`src/rtl/rtc_pkg.sv`:
```
// Shared RTC types: timer state enum, BCD digit type and per-digit wrap limits.
// Latency: n/a (types and constants only).
// Backpressure: n/a.
package rtc_pkg;

    typedef enum logic [1:0] {
        ST_IDLE   = 2'd0,
        ST_PAUSED = 2'd1,
        ST_RUN    = 2'd2,
        ST_DONE   = 2'd3
    } state_t;

    typedef logic [3:0] bcd_t;

    localparam bcd_t SEC_U_MAX = 4'd9;
    localparam bcd_t SEC_T_MAX = 4'd5;
    localparam bcd_t MIN_U_MAX = 4'd9;

endpackage

```
`src/rtl/bcd_down_digit.sv`:
```
// One BCD down-counting digit: parallel load, decrement enable, wraps 0 -> MAX.
// Latency: value updates on the edge after ld/dec; borrow_out is combinational (value == 0).
// Backpressure: none; ld overrides dec, no stall path.
module bcd_down_digit
    import rtc_pkg::*;
#(
    parameter bcd_t MAX = 4'd9
)
(
    input  logic clk,
    input  logic rst,
    input  logic ld,
    input  bcd_t ld_val,
    input  logic dec,
    output bcd_t value,
    output logic borrow_out
);

    // Digit register: load wins over decrement; a decrement at 0 wraps to MAX.
    always_ff @(posedge clk or posedge rst) begin
        if (rst) begin
            value <= '0;
        end else if (ld) begin
            value <= ld_val;
        end else if (dec) begin
            if (value == 4'd0) begin
                value <= MAX;
            end else begin
                value <= value - 4'd1;
            end
        end
    end

    // A decrement of this digit borrows from the next one up only when it sits at 0.
    assign borrow_out = (value == 4'd0);

endmodule

```
`src/rtl/countdown_timer.sv`:
```
// MM:SS BCD countdown timer with load/start/stop control and expiry/load-error pulses.
// Latency: every request takes effect on the next clk edge; event pulses are registered, 1 cycle.
// Backpressure: none; requests are 1-cycle strobes resolved load > stop > start > tick.
// Optional: define COUNTDOWN_AUTO_RELOAD_EN to reload from the last loaded value at expiry and keep running.
module countdown_timer
    import rtc_pkg::*;
#(
    parameter int MIN_TENS_MAX = 5
)
(
    input  logic       clk,
    input  logic       rset,
    input  logic       tick,
    input  logic       load,
    input  logic [3:0] ld_min_t,
    input  logic [3:0] ld_min_u,
    input  logic [3:0] ld_sec_t,
    input  logic [3:0] ld_sec_u,
    input  logic       start,
    input  logic       stop,
    output logic [3:0] min_t,
    output logic [3:0] min_u,
    output logic [3:0] sec_t,
    output logic [3:0] sec_u,
    output logic       running,
    output logic       done,
    output logic       expired,
    output logic       load_err
);

    localparam bcd_t MIN_T_MAX = bcd_t'(MIN_TENS_MAX);

    state_t state;
    state_t state_nxt;

    // Value captured on the last valid load; source for auto-reload.
    bcd_t rl_min_t;
    bcd_t rl_min_u;
    bcd_t rl_sec_t;
    bcd_t rl_sec_u;

    logic load_ok;
    logic load_take;
    logic reload_now;
    logic tick_en;
    logic expire_evt;
    logic load_err_evt;
    logic value_zero;
    logic value_one;

    logic bo_sec_u;
    logic bo_sec_t;
    logic bo_min_u;
    logic bo_min_t;

    logic dig_ld;
    bcd_t nx_min_t;
    bcd_t nx_min_u;
    bcd_t nx_sec_t;
    bcd_t nx_sec_u;

    // Range check on the incoming digits; one bad digit rejects the whole load.
    assign load_ok = (ld_sec_u <= SEC_U_MAX) && (ld_sec_t <= SEC_T_MAX) &&
                     (ld_min_u <= MIN_U_MAX) && (ld_min_t <= MIN_T_MAX);

    // Every digit at zero means every digit would borrow.
    assign value_zero = bo_sec_u & bo_sec_t & bo_min_u & bo_min_t;
    assign value_one  = bo_sec_t & bo_min_u & bo_min_t & (sec_u == 4'd1);

    // State register.
    always_ff @(posedge clk or posedge rset) begin
        if (rset) begin
            state <= ST_IDLE;
        end else begin
            state <= state_nxt;
        end
    end

    // Next state and per-cycle controls; any load request consumes the cycle even if rejected.
    always_comb begin
        state_nxt    = state;
        load_take    = 1'b0;
        load_err_evt = 1'b0;
        tick_en      = 1'b0;
        expire_evt   = 1'b0;
        reload_now   = 1'b0;
        if (load) begin
            if (load_ok) begin
                load_take = 1'b1;
                state_nxt = ST_PAUSED;
            end else begin
                load_err_evt = 1'b1;
            end
        end else if (stop) begin
            if (state == ST_RUN) begin
                state_nxt = ST_PAUSED;
            end
        end else if (start && (state == ST_PAUSED) && !value_zero) begin
            state_nxt = ST_RUN;
        end else if (tick && (state == ST_RUN)) begin
            if (value_one) begin
                expire_evt = 1'b1;
`ifdef COUNTDOWN_AUTO_RELOAD_EN
                reload_now = 1'b1;
`else
                tick_en    = 1'b1;
                state_nxt  = ST_DONE;
`endif
            end else begin
                tick_en = 1'b1;
            end
        end
    end

    // Digit load source: external digits on a load, the reload register on auto-reload.
    assign dig_ld   = load_take | reload_now;
    assign nx_min_t = load_take ? ld_min_t : rl_min_t;
    assign nx_min_u = load_take ? ld_min_u : rl_min_u;
    assign nx_sec_t = load_take ? ld_sec_t : rl_sec_t;
    assign nx_sec_u = load_take ? ld_sec_u : rl_sec_u;

    bcd_down_digit #(.MAX(SEC_U_MAX)) u_sec_u (
        .clk(clk), .rst(rset), .ld(dig_ld), .ld_val(nx_sec_u),
        .dec(tick_en), .value(sec_u), .borrow_out(bo_sec_u)
    );

    bcd_down_digit #(.MAX(SEC_T_MAX)) u_sec_t (
        .clk(clk), .rst(rset), .ld(dig_ld), .ld_val(nx_sec_t),
        .dec(tick_en & bo_sec_u), .value(sec_t), .borrow_out(bo_sec_t)
    );

    bcd_down_digit #(.MAX(MIN_U_MAX)) u_min_u (
        .clk(clk), .rst(rset), .ld(dig_ld), .ld_val(nx_min_u),
        .dec(tick_en & bo_sec_u & bo_sec_t), .value(min_u), .borrow_out(bo_min_u)
    );

    bcd_down_digit #(.MAX(MIN_T_MAX)) u_min_t (
        .clk(clk), .rst(rset), .ld(dig_ld), .ld_val(nx_min_t),
        .dec(tick_en & bo_sec_u & bo_sec_t & bo_min_u), .value(min_t), .borrow_out(bo_min_t)
    );

    // Reload register follows every accepted load.
    always_ff @(posedge clk or posedge rset) begin
        if (rset) begin
            rl_min_t <= '0;
            rl_min_u <= '0;
            rl_sec_t <= '0;
            rl_sec_u <= '0;
        end else if (load_take) begin
            rl_min_t <= ld_min_t;
            rl_min_u <= ld_min_u;
            rl_sec_t <= ld_sec_t;
            rl_sec_u <= ld_sec_u;
        end
    end

    // Registered single-cycle event pulses; reset drops anything pending.
    always_ff @(posedge clk or posedge rset) begin
        if (rset) begin
            expired  <= 1'b0;
            load_err <= 1'b0;
        end else begin
            expired  <= expire_evt;
            load_err <= load_err_evt;
        end
    end

    assign running = (state == ST_RUN);
    assign done    = (state == ST_DONE);

endmodule

```
`config.mk`:
```
export PLATFORM = sky130hd
export DESIGN_NAME = countdown_timer
export DESIGN_NICKNAME = d
export VERILOG_FILES = /design/src/rtl/rtc_pkg.sv /design/src/rtl/bcd_down_digit.sv /design/src/rtl/countdown_timer.sv
export SDC_FILE = /design/constraint.sdc
export NUM_CORES = 1
export LEC_CHECK = 0
export ABC_CLOCK_PERIOD_IN_PS = 2300
export CAP_MARGIN = 0
export CORE_MARGIN = 5
export CORE_UTILIZATION = 40
export DETAILED_ROUTE_END_ITERATION = 7
export PLACE_DENSITY_LB_ADDON = 0.15
export SETUP_SLACK_MARGIN = 0.02
export SLEW_MARGIN = 10
export SYNTH_ARGS = -nofsm -noshare
export SYNTH_HDL_FRONTEND = slang
export SYNTH_SLANG_ARGS = --single-unit
```
`constraint.sdc`:
```
create_clock -name clk -period 2.3 [get_ports clk]
set_input_delay 0.575 -clock clk [delete_from_list [all_inputs] [get_ports clk]]
set_output_delay 0.575 -clock clk [all_outputs]
set_load 0.05 [all_outputs]
```
==> summary.txt <==
Worst setup path
  • Delay-heaviest family, CP: buffers and inverters
  • CP Launch Point: u_sec_t.value[2]$_DFFE_PP0P_
  • Crit Path Class: register to output pin
  • CP max-delay cell: clkdlybuf4s50_1
  • Reg2Reg Setup Slack: 0.20 ns
  • Worst Path Buf+Inv: 1
  • WP depth: 1
  • CP required: 1.73 ns
  • Register-to-Register Path Depth: 4
  • WP data arrival: 1.62 ns
  • CP max FO: 5
  • Worst flop-to-flop path startpoint: u_min_u.value[0]$_DFFE_PP0P_
  • Critical-path cell list: clkdlybuf4s50_1
  • Critical Path End Type: output pin
  • Setup crit end: sec_t[2]
  • CP Launch Type: register
  • FF-to-FF End: u_min_t.value[3]$_DFFE_PP0P_
  • Max stage delay on crit path: 0.85 ns

Place
  • Global placer's final weighted congestion: 0.787
  • PortBufs: 41
  • DP HPWL: 2320 um
  • Post-DP Area: 1650 um2

Routing
  • Avg WL per Cell: 14.2 um
  • Iteration-0 DRC count of the detailed router: 39
  • Post-route antenna net violation count: 0
  • Drt pass-1 iters: 4
  • Via count: 1148
  • Via-to-Cell Ratio: 5.52
  • WL final: 2950 um
  • Drt drc: 0

Finish
  • Core Util, Final: 61.7%
  • Diode count: 0
  • Most frequent cells in the layout: 38 x clkdlybuf4s50_1, 22 x nor2_1, 20 x dfrtp_1
  • Layout fillers: 236
  • Area occupied by multi-input gates: 606 um2
  • Final #Nets: 200
  • Area Overhead vs Synth: 49.0%
  • Share of cells above drive strength 1: 16.9%
  • Register area: 500 um2
  • Commonest non-fill, non-tap cell in the layout: clkdlybuf4s50_1
  • Final instance area: 1690 um2

Timing
  • Fin. max-slew vios: 0
  • Final setup viols: 0
  • Least-Margin Pin Slew: 0.513 ns
  • RSZ-0062 raised after global routing: false
  • Setup TNS: 0 ns
  • Final min period: 2.19 ns
  • Final Skew: 0.00155 ns
  • Fin crit share: 95.3%
  • Max_slew headroom: 65.7%
  • Fin. Hold Viols: 0
  • Max Clk Rate: 456 MHz

Floorplanning
  • Rows: 19
  • Boundary Pins: 42
  • Starting Density: 41.4%
  • Die ar.: 3990 um2
  • Core area: 2730 um2
  • Die height: 63.2 um
  • Die W: 63.2 um

Pwr
  • Pwr/cell area: 1070 nW/um2
  • Max rail drop VDD: 0.000750 V
  • Overall power: 1800 uW
  • Leakage dissipation: 0.000700 uW

Clock network
  • CTS Buf Count: 3
  • Post-CTS Setup Bufs: 0
  • Worst-path clk slew: 0.11 ns
  • Root buf cell: clkbuf_4
  • CTS max path bufs: 2
  • Worst skew pair latency: 0.30 ns
  • H-tree depth: 1
  • CTS Sinks: 20
  • CTS tree: built

Job
  • Max-cap viol count: 0

Synth
  • Yosys cell types: 36
  • Post-Syn Nets: 146
  • Register area share after synthesis: 44.2%
  • Cell count after synthesis: 124
  • Synthesized area: 1130 um2
  • Seq cells post-synth: 20
  • Ys Warns: 0
  • Post-Syn Area per Cell: 9.13 um2

Global route
  • GRT Total Usage: 15.6%
  • Initial antenna violation count: 0
  • Largest net degree at the start of global routing: 21
  • Grt total ovfl: 0
  • Vias in the first global route: 1155
  • First-pass GRT wire length: 5150 um

Min path
  • Hold Crit Class: register to register

Outcome
  • Status: finished clean
==> repair_timing <==
action	CTS	global route
setup endpoints to repair	0	1
gates resized for setup	0	1
hold buffers	0	0
==> metrics by stage <==
stage / setup slack (ns) / hold WS [ns] / std cells
6_report: 0.109 / 0.553 / 208
5_1_grt: 0.0301 / 0.594 / 208
4_1_cts: 0.0666 / 0.564 / 208
3_5_place_dp: -0.106 / 0.537 / 204
3_3_place_gp: -0.0263 / 0.512 / 204
2_1_floorplan: 0.140 / 0.538 / 124
==> cell usage after synthesis, drive strengths merged <==
cell type / n / share of area (%)
a211oi: 1 / 0.66
a21boi: 1 / 0.66
a21oi: 4 / 1.8
a31oi: 11 / 6.1
a41oi: 1 / 0.77
and2: 1 / 0.66
and2b: 1 / 0.77
and3: 1 / 0.55
clkbuf: 3 / 0.99
dfrtp: 20 / 44
inv: 4 / 1.3
nand2: 13 / 4.3
nand3: 1 / 0.44
nand3b: 2 / 1.7
nand4: 3 / 2.2
nand4b: 3 / 2.3
nor2: 22 / 7.3
nor2b: 1 / 0.55
nor3: 2 / 0.88
nor3b: 1 / 1.1
nor4: 2 / 2.4
nor4b: 1 / 2.1
o21ai: 5 / 2.2
o221a: 1 / 0.99
o31ai: 4 / 2.7
o41ai: 1 / 0.77
or2: 2 / 1.1
or3: 6 / 4.0
or4: 2 / 1.3
or4b: 1 / 0.88
xor2: 3 / 2.3
==> where the power goes <==
| part | switching (uW) | internal [uW] |
|---|---|---|
| combinational | 591 | 376 |
| sequential | 169 | 463 |
| clock | 107 | 96.5 |
| total | 867 | 935 |
==> worst min path at each step <==
stage / from / to / slack (ns) / depth (start not counted)
final: u_min_t.value[3]$_DFFE_PP0P_ / u_min_t.value[3]$_DFFE_PP0P_ / 0.55 / 1
after global routing: u_min_t.value[1]$_DFFE_PP0P_ / u_min_t.value[1]$_DFFE_PP0P_ / 0.59 / 2
after CTS: u_min_t.value[3]$_DFFE_PP0P_ / u_min_t.value[3]$_DFFE_PP0P_ / 0.56 / 1
after detailed placement: u_min_t.value[3]$_DFFE_PP0P_ / u_min_t.value[3]$_DFFE_PP0P_ / 0.54 / 1
after global placement: u_min_t.value[3]$_DFFE_PP0P_ / u_min_t.value[3]$_DFFE_PP0P_ / 0.51 / 1
after floorplan: rset / expired$_DFF_PP0_ / 0.54 / 1
==> per-layer routing <==
metal / share of wire, % / up-vias / GRT usage (%)
met4: 0.78 / 0 / 5.45
met2: 52 / 28 / 27.1
met3: 5.2 / 2 / 3.20
met5: 0 / - / 0
met1: 42 / 555 / 19.1
li1: - / 563 / -
==> area by class of cell <==
type / count / share of cell area (%)
multi-input cells: 97 / 35.9
flip-flops and latches: 20 / 29.7
repair buffers: 52 / 29.1
well taps: 31 / 2.30
clock buffers: 4 / 2.15
inverters: 4 / 0.890
==> logic make-up (layout without fill, tap and decap cells) <==
logic type / Yosys count / count (layout) / share of synthesized area (%)
and+or+nand+nor: 65 / 65 / 34.6
AOI/OAI and AO/OA: 29 / 29 / 16.6
DFF: 20 / 20 / 44.2
buffers and inverters: 7 / 60 / 2.32
xor gates and xnor gates: 3 / 3 / 2.32
==> state kept, by name (all words and copies together), names as in the netlist <==
register / flops
u_min_t.value: 4
u_min_u.value: 4
u_sec_t.value: 4
u_sec_u.value: 4
state: 2
expired: 1
load_err: 1
(Power assumes the default switching activity.)
